==> config.mk <==
export PLATFORM = sky130hd
export DESIGN_NAME = secuenciador_multiciclo
export DESIGN_NICKNAME = d
export VERILOG_FILES = /design/src/rtl/secuenciador_multiciclo.sv
export SDC_FILE = /design/constraint.sdc
export NUM_CORES = 1
export LEC_CHECK = 0
export BUFFER_PORTS_ARGS = -buffer_cell sky130_fd_sc_hd__buf_2
export CAP_MARGIN = 20
export CELL_PAD_IN_SITES_DETAIL_PLACEMENT = 2
export CELL_PAD_IN_SITES_GLOBAL_PLACEMENT = 2
export CORE_ASPECT_RATIO = 1.2
export CORE_UTILIZATION = 23
export DETAILED_ROUTE_END_ITERATION = 8
export PLACE_DENSITY_LB_ADDON = 0.1
export SYNTH_ARGS = -nofsm -noshare
export SYNTH_HDL_FRONTEND = slang
export SYNTH_SLANG_ARGS = --single-unit
==> constraint.sdc <==
create_clock -name clk -period 1.8 [get_ports clk]
set_input_delay 0.18 -clock clk [delete_from_list [all_inputs] [get_ports clk]]
set_output_delay 0.18 -clock clk [all_outputs]
set_load 0.05 [all_outputs]
==> src/rtl/secuenciador_multiciclo.sv <==
// Multi-cycle control sequencer for the RV32I core.
// Walks each instruction through fetch, decode, execute, memory and write-back.
// Drives the ALU mode, the datapath muxes and the unified memory handshake.
module secuenciador_multiciclo #(
  parameter int unsigned TIMEOUT_MEM = 0,
  parameter bit          FENCE_NOP   = 1'b1
) (
  input  logic       clk,
  input  logic       nreset,
  input  logic [6:0] op,
  input  logic       cond,
  input  logic       mem_listo,
  output logic [1:0] modo,
  output logic [1:0] sel_op1,
  output logic [1:0] sel_op2,
  output logic [1:0] sel_dato,
  output logic       sel_dir,
  output logic       sel_pc,
  output logic       lee_mem,
  output logic       escribe_mem,
  output logic       escribe_ir,
  output logic       guarda_pc4,
  output logic       escribe_pc,
  output logic       escribe_reg,
  output logic [2:0] estado,
  output logic [1:0] error
);

  typedef enum logic [2:0] {
    BUSQUEDA   = 3'd0,
    DECODIFICA = 3'd1,
    EJECUTA    = 3'd2,
    MEMORIA    = 3'd3,
    ESCRIBE    = 3'd4,
    SALTO      = 3'd5,
    ERROR      = 3'd7
  } estado_t;

  localparam logic [6:0] OP_LOAD   = 7'd3;
  localparam logic [6:0] OP_FENCE  = 7'd15;
  localparam logic [6:0] OP_IMM    = 7'd19;
  localparam logic [6:0] OP_AUIPC  = 7'd23;
  localparam logic [6:0] OP_STORE  = 7'd35;
  localparam logic [6:0] OP_OP     = 7'd51;
  localparam logic [6:0] OP_LUI    = 7'd55;
  localparam logic [6:0] OP_BRANCH = 7'd99;
  localparam logic [6:0] OP_JALR   = 7'd103;
  localparam logic [6:0] OP_JAL    = 7'd111;

  estado_t     estado_q, estado_d;
  logic        cond_q, cond_d;
  logic [31:0] cnt_q, cnt_d;
  logic [1:0]  error_q, error_d;
  logic        legal;
  logic        expira;

  // Opcode legality check used at decode.
  always_comb begin
    unique case (op)
      OP_LOAD, OP_IMM, OP_AUIPC, OP_STORE, OP_OP,
      OP_LUI, OP_BRANCH, OP_JALR, OP_JAL: legal = 1'b1;
      OP_FENCE:                            legal = FENCE_NOP;
      default:                             legal = 1'b0;
    endcase
  end

  // Wait-cycle limit reached this cycle; a simultaneous mem_listo still wins.
  assign expira = (TIMEOUT_MEM != 0) && ((cnt_q + 32'd1) >= TIMEOUT_MEM);

  // Next-state, branch-condition latch, wait counter and sticky error.
  always_comb begin
    estado_d = estado_q;
    cond_d   = cond_q;
    cnt_d    = cnt_q;
    error_d  = error_q;
    case (estado_q)
      BUSQUEDA, MEMORIA: begin
        if (mem_listo) begin
          if (estado_q == BUSQUEDA) begin
            estado_d = DECODIFICA;
          end else if (op == OP_LOAD) begin
            estado_d = ESCRIBE;
          end else begin
            estado_d = BUSQUEDA;
            cnt_d    = '0;
          end
        end else if (expira) begin
          estado_d = ERROR;
          error_d  = 2'b10;
        end else begin
          cnt_d = cnt_q + 32'd1;
        end
      end
      DECODIFICA: begin
        if (legal) begin
          estado_d = EJECUTA;
        end else begin
          estado_d = ERROR;
          error_d  = 2'b01;
        end
      end
      EJECUTA: begin
        case (op)
          OP_OP, OP_IMM, OP_LUI, OP_AUIPC: estado_d = ESCRIBE;
          OP_LOAD, OP_STORE: begin
            estado_d = MEMORIA;
            cnt_d    = '0;
          end
          OP_BRANCH: begin
            estado_d = SALTO;
            cond_d   = cond;
          end
          OP_JAL, OP_JALR, OP_FENCE: begin
            estado_d = BUSQUEDA;
            cnt_d    = '0;
          end
          default: begin
            estado_d = ERROR;
            error_d  = 2'b01;
          end
        endcase
      end
      ESCRIBE, SALTO: begin
        estado_d = BUSQUEDA;
        cnt_d    = '0;
      end
      default: estado_d = ERROR;
    endcase
  end

  // State registers with asynchronous active-low reset.
  always_ff @(posedge clk or negedge nreset) begin
    if (!nreset) begin
      estado_q <= BUSQUEDA;
      cond_q   <= 1'b0;
      cnt_q    <= '0;
      error_q  <= 2'b00;
    end else begin
      estado_q <= estado_d;
      cond_q   <= cond_d;
      cnt_q    <= cnt_d;
      error_q  <= error_d;
    end
  end

  // Output decode; everything held low while reset is asserted.
  always_comb begin
    modo        = 2'b00;
    sel_op1     = 2'b00;
    sel_op2     = 2'b00;
    sel_dato    = 2'b00;
    sel_dir     = 1'b0;
    sel_pc      = 1'b0;
    lee_mem     = 1'b0;
    escribe_mem = 1'b0;
    escribe_ir  = 1'b0;
    guarda_pc4  = 1'b0;
    escribe_pc  = 1'b0;
    escribe_reg = 1'b0;
    if (nreset) begin
      case (estado_q)
        BUSQUEDA: begin
          lee_mem    = 1'b1;
          escribe_ir = mem_listo;
        end
        DECODIFICA: begin
          sel_op1    = 2'b01;
          sel_op2    = 2'b10;
          guarda_pc4 = 1'b1;
        end
        EJECUTA: begin
          case (op)
            OP_OP:  modo = 2'b10;
            OP_IMM: begin
              sel_op2 = 2'b01;
              modo    = 2'b01;
            end
            OP_LUI: begin
              sel_op1 = 2'b10;
              sel_op2 = 2'b01;
            end
            OP_AUIPC: begin
              sel_op1 = 2'b01;
              sel_op2 = 2'b01;
            end
            OP_LOAD, OP_STORE: sel_op2 = 2'b01;
            OP_BRANCH: modo = 2'b11;
            OP_JAL, OP_JALR: begin
              sel_op1     = (op == OP_JAL) ? 2'b01 : 2'b00;
              sel_op2     = 2'b01;
              escribe_pc  = 1'b1;
              sel_pc      = 1'b1;
              escribe_reg = 1'b1;
              sel_dato    = 2'b10;
            end
            OP_FENCE: escribe_pc = 1'b1;
            default: ;
          endcase
        end
        MEMORIA: begin
          sel_dir     = 1'b1;
          lee_mem     = (op == OP_LOAD);
          escribe_mem = (op == OP_STORE);
          escribe_pc  = (op == OP_STORE) && mem_listo;
        end
        ESCRIBE: begin
          escribe_reg = 1'b1;
          sel_dato    = (op == OP_LOAD) ? 2'b01 : 2'b00;
          escribe_pc  = 1'b1;
        end
        SALTO: begin
          sel_op1    = 2'b01;
          sel_op2    = 2'b01;
          escribe_pc = 1'b1;
          sel_pc     = cond_q;
        end
        default: ;
      endcase
    end
  end

  assign estado = estado_q;
  assign error  = error_q;

endmodule

======== Yosys cells after proc, flatten, opt, wreduce, memory -nomap -nowiden ========
Cells that the tools add are included.
operators by class
  equal/unequal tests ..................... 18
  mux-type cells .......................... 42
  reductions and logical operators ........ 14
operators by type and width
  cell                                                              count
  3-bit case mux with 4 select lines                                2
  7-bit by 6-bit == test with 1-bit output (second input constant)  3
  7-bit == test (second input constant)                             3
  1-bit two-way mux                                                 18
  2-bit case mux with 3 select lines                                3
  2-bit two-way mux                                                 8
  7-bit by 5-bit == test with 1-bit output (second input constant)  2
  3-bit two-way mux                                                 4
  2-bit case mux with 2 select lines                                3
  10-bit OR reduction                                               1
  2-bit OR reduction                                                5
  7-bit by 2-bit == test with 1-bit output (second input constant)  1
  7-bit by 4-bit == test with 1-bit output (second input constant)  1
  7-bit OR reduction                                                1
  3-bit by 2-bit == test with 1-bit output (second input constant)  2
  3-bit == test (second input constant)                             2
  2-bit inequality test (second input constant)                     3
  1-bit case mux with 2 select lines                                3
  4-bit OR reduction                                                1
  3-bit by 1-bit == test with 1-bit output (second input constant)  1
  3-bit zero test                                                   1
  1-bit case mux with 3 select lines                                1
  3-bit AND reduction                                               1
  3-bit OR reduction                                                1
  3 further kinds                                                   3
word-level totals
  register bits after elaboration ......... 6
  logic and storage cells ................. 77

======== Depth between registers and ports, before layout ========
  depth in word-level cells ............... 5
  mapped depth ............................ 6

======== Least setup slack after synthesis ========
Ideal clock, no wire load.
  path type ............................... register -> output
  start ................................... register estado_q[1] (netlist: estado[1])
  end ..................................... output modo[0]
  arrival ................................. 3579 ps
  data required time ...................... 1620 ps
  path slack .............................. -1959 ps
  stages on the path, launching flop included .. 6
  path buffers ............................ 1
  path through ............................ dfrtp_1 buf_6 nand2b_2 nor2_1 nand3_1 a2111oi_0
on the way
  longest elaborated chain between the ends .. 3
ends and longest elaborated chain
  what                                      line  source
  from (decl)                               50    estado_t estado_q, estado_d;
  from (signal assigned)                    139   estado_q <= estado_d;
  3-bit by 2-bit == test with 1-bit output  161   case (estado_q)
  2-bit two-way mux                         161
  2-bit two-way mux                         160   if (nreset) begin
  to (decl)                                 13    output logic [1:0] modo,
Every way passes these cells.

======== Worst setup path after layout ========
  start ................................... register estado_q[0] (netlist: estado[0])
  end ..................................... output modo[0]
The elaborated chain is that of the path after synthesis.

==> impl_metrics.tcl <==
set metrics [dict create \
    status "completed" \
    dp_hpwl_um 2500 \
    ys_seq_area_share_pct 17.6 \
    fin_setup_tns_ps 0 \
    ys_top_cells_by_area "dfrtp_1 18%, nand2_1 6.9%, buf_6 6.3%, nor2_1 5.8%, a21oi_1 4.2%" \
    die-area_um2 3310 \
    path_max_fanout 3 \
    ir_drop_mv 0.519 \
    antenna_left 0 \
    fin_nets 161 \
    antenna_cells 0 \
    worst_setup_path_start_kind "register" \
    pin_count 32 \
    hold_class "input port to register" \
    tritoncts "yes" \
    grt_pass1_vias 1027 \
    clock_sinks 5 \
    synth_largest_type_area_fraction_pct 17.6 \
    synth_cell_types 38 \
    end_kind "output port" \
    skew_ps 3.01 \
    insertion_delay_ps 250 \
    avgSynthCellArea_um2 7.02 \
    core-area_um2 2860 \
    wl_per_cell_um 16.9 \
    portBuffers 30 \
    leakage_nw 0.540 \
    clk_pin_slew_ps 50 \
    clock_path_buffers 2 \
    dp_slack_ps 46.4 \
    yosys_warnings 0 \
    die-width_um 52.7 \
    holdWs_ps 165 \
    syn_nets 112 \
    routed_wl_um 3090 \
    hold_viol 0 \
    cp.arrival_ps 1570 \
    fin_crit_sh_pct 97.0 \
    die_h_um 62.8 \
    instances_no_fill 183 \
    worst_slack_ps 54.8 \
    dpl.cell_count 174 \
    first_pass_iters 4 \
    worstPathRequired_ps 1620 \
    grt_pass1_wl_um 5090 \
    antenna_found_initial 0 \
    initial_core_util_pct 24.8 \
    crit_type "register to output port" \
    grt_start_max_net_pins 12 \
    max_freq_ghz 0.573 \
    grtUsageTotal_pct 20.6 \
    maxSlewViolCount 0 \
    drtIter0Drc 5 \
    postLayoutCoreUtil_pct 44.9 \
    gp_congestion 0.829 \
    rows 21 \
    synthToLayoutAreaGrowth_pct 81.3 \
    drive_gt1_share_pct 61.1 \
    cts_buffers 3 \
    n_fill_cell 343 \
    cts_root_buffer "clkbuf_4" \
    synth_largest_area_cell "dfrtp_1" \
    drc 0 \
    final-setup-viol-count 0 \
    p_per_area_nw_per_um2 925 \
    maxCapViolCount 0 \
    rsz0062_at_grt "yes" \
    htreeDepth 1 \
    layout_min_cycle_time_ps 1750 \
    drt-vias-per-instance 5.26 \
    via_count 962 \
    netlist_instances 101 \
    syn_area_um2 709 \
    grt_overflow_total 0 \
    synth-seq-cells 5 \
]
## per-layer routing
layer / wire length (um) / vias to the layer above / part of all wire, % / global-route usage (%)
met2: 1680 / 22 / 54 / 36.1
li1: - / 465 / - / -
met3: 59 / 4 / 1.9 / 2.19
met4: 33 / 0 / 1.1 / 4.93
met1: 1320 / 471 / 43 / 26.1
met5: 0 / - / 0 / 0
## critical path: stages, from the launching register on
cell and delay (ps):
dfrtp_2 400, nand2b_4 160, nor2_4 80, buf_4 120, nand3_2 110, a2111oi_4 200, buf_4 250
## area by class of cell
| class | instances | area, um2 | area share (%) |
|---|---|---|---|
| multi-input combinational | 83 | 681 | 52.9 |
| timing repair buffer | 53 | 389 | 30.3 |
| sequential | 5 | 129 | 10.0 |
| tap | 34 | 42.5 | 3.31 |
| clock buffer | 4 | 26.3 | 2.04 |
| inverter | 4 | 18.8 | 1.46 |
## layout by cell type (no fill, tap or decap), drive strengths merged, types with 2 or more instances in the layout
master,synthesis,layout
nand3,6,6
a31oi,3,3
dfrtp,5,5
inv,4,3
nor4,3,3
clkbuf,1,5
nand2,13,13
nand4,3,3
a21oi,6,6
buf,8,51
o21ai,6,6
and4b,2,2
o22ai,2,2
nor2,12,12
mux2,2,2
a2111oi,3,3
nor3,2,2
or3,2,2
nand2b,2,2
or2,3,3
## cells by family after synthesis
| logic type | synth area share [%] |
|---|---|
| AO/OA/AOI/OAI | 23.1 |
| XOR/XNOR | 1.23 |
| buffers and inverters | 13.2 |
| flip-flops | 17.6 |
| multiplexers | 3.17 |
| other | 0.529 |
| AND/OR/NAND/NOR | 41.1 |
## report_power, final
group / total, mW / switching [mW] / internal, mW
sequential: 0.191 / 0.0435 / 0.147
combinational: 0.861 / 0.547 / 0.314
clock: 0.137 / 0.0528 / 0.0843
total: 1.19 / 0.643 / 0.546
## timing repair
action | CTS | global route
endpoints found under the hold margin | 5 | 0
buffers inserted | 2 | 2
hold buffers | 1 | 0
gates resized for setup | 22 | 14
pin swaps | 1 | 1
endpoints found under the setup margin | 14 | 13
## path summary, 6_finish.rpt
check	start	end	slack, ps	depth (start not counted)
max	estado[0]	modo[0]	50	6
min	cond	cond_q	160	2
max reg2reg	estado[0]	cond_q	320	4
min reg2reg	error[0]	error[0]	500	1
max in group asynchronous	nreset	estado[0]	1150	3
min in group asynchronous	nreset	estado[2]	510	3
## sequential cells by signal, indices dropped and copies added (netlist names)
name and flops:
estado 3, cond_q 1, error 1
## per-stage QoR
stage,area [um2],power [mW]
floorplan,842,0.728
global placement,1090,0.917
detailed placement,1090,0.936
CTS,1210,1.12
global route,1290,1.29
finish,1290,1.19
## synth_stat cells
master,n
nand3b_1,1
o21ai_0,6
buf_4,4
a22oi_1,1
clkbuf_1,1
xor2_1,1
or2b_1,1
o22ai_1,2
or3_1,1
a31oi_1,3
and2_1,1
a311oi_1,1
a2111oi_0,2
o22a_1,1
and3b_1,1
nand2_1,13
a21o_1,1
or3_4,1
a211oi_1,1
conb_1,1
nor2_2,1
a21oi_1,6
nor2_1,11
nor3_1,2
and3_2,1
nand4_1,3
inv_1,4
nand2b_1,1
nor4b_1,1
nor4_1,3
dfrtp_1,5
and4b_1,2
or2_2,3
nand2b_2,1
buf_6,4
a2111oi_2,1
nand3_1,6
mux2_2,2
(Power assumes the default switching activity.)
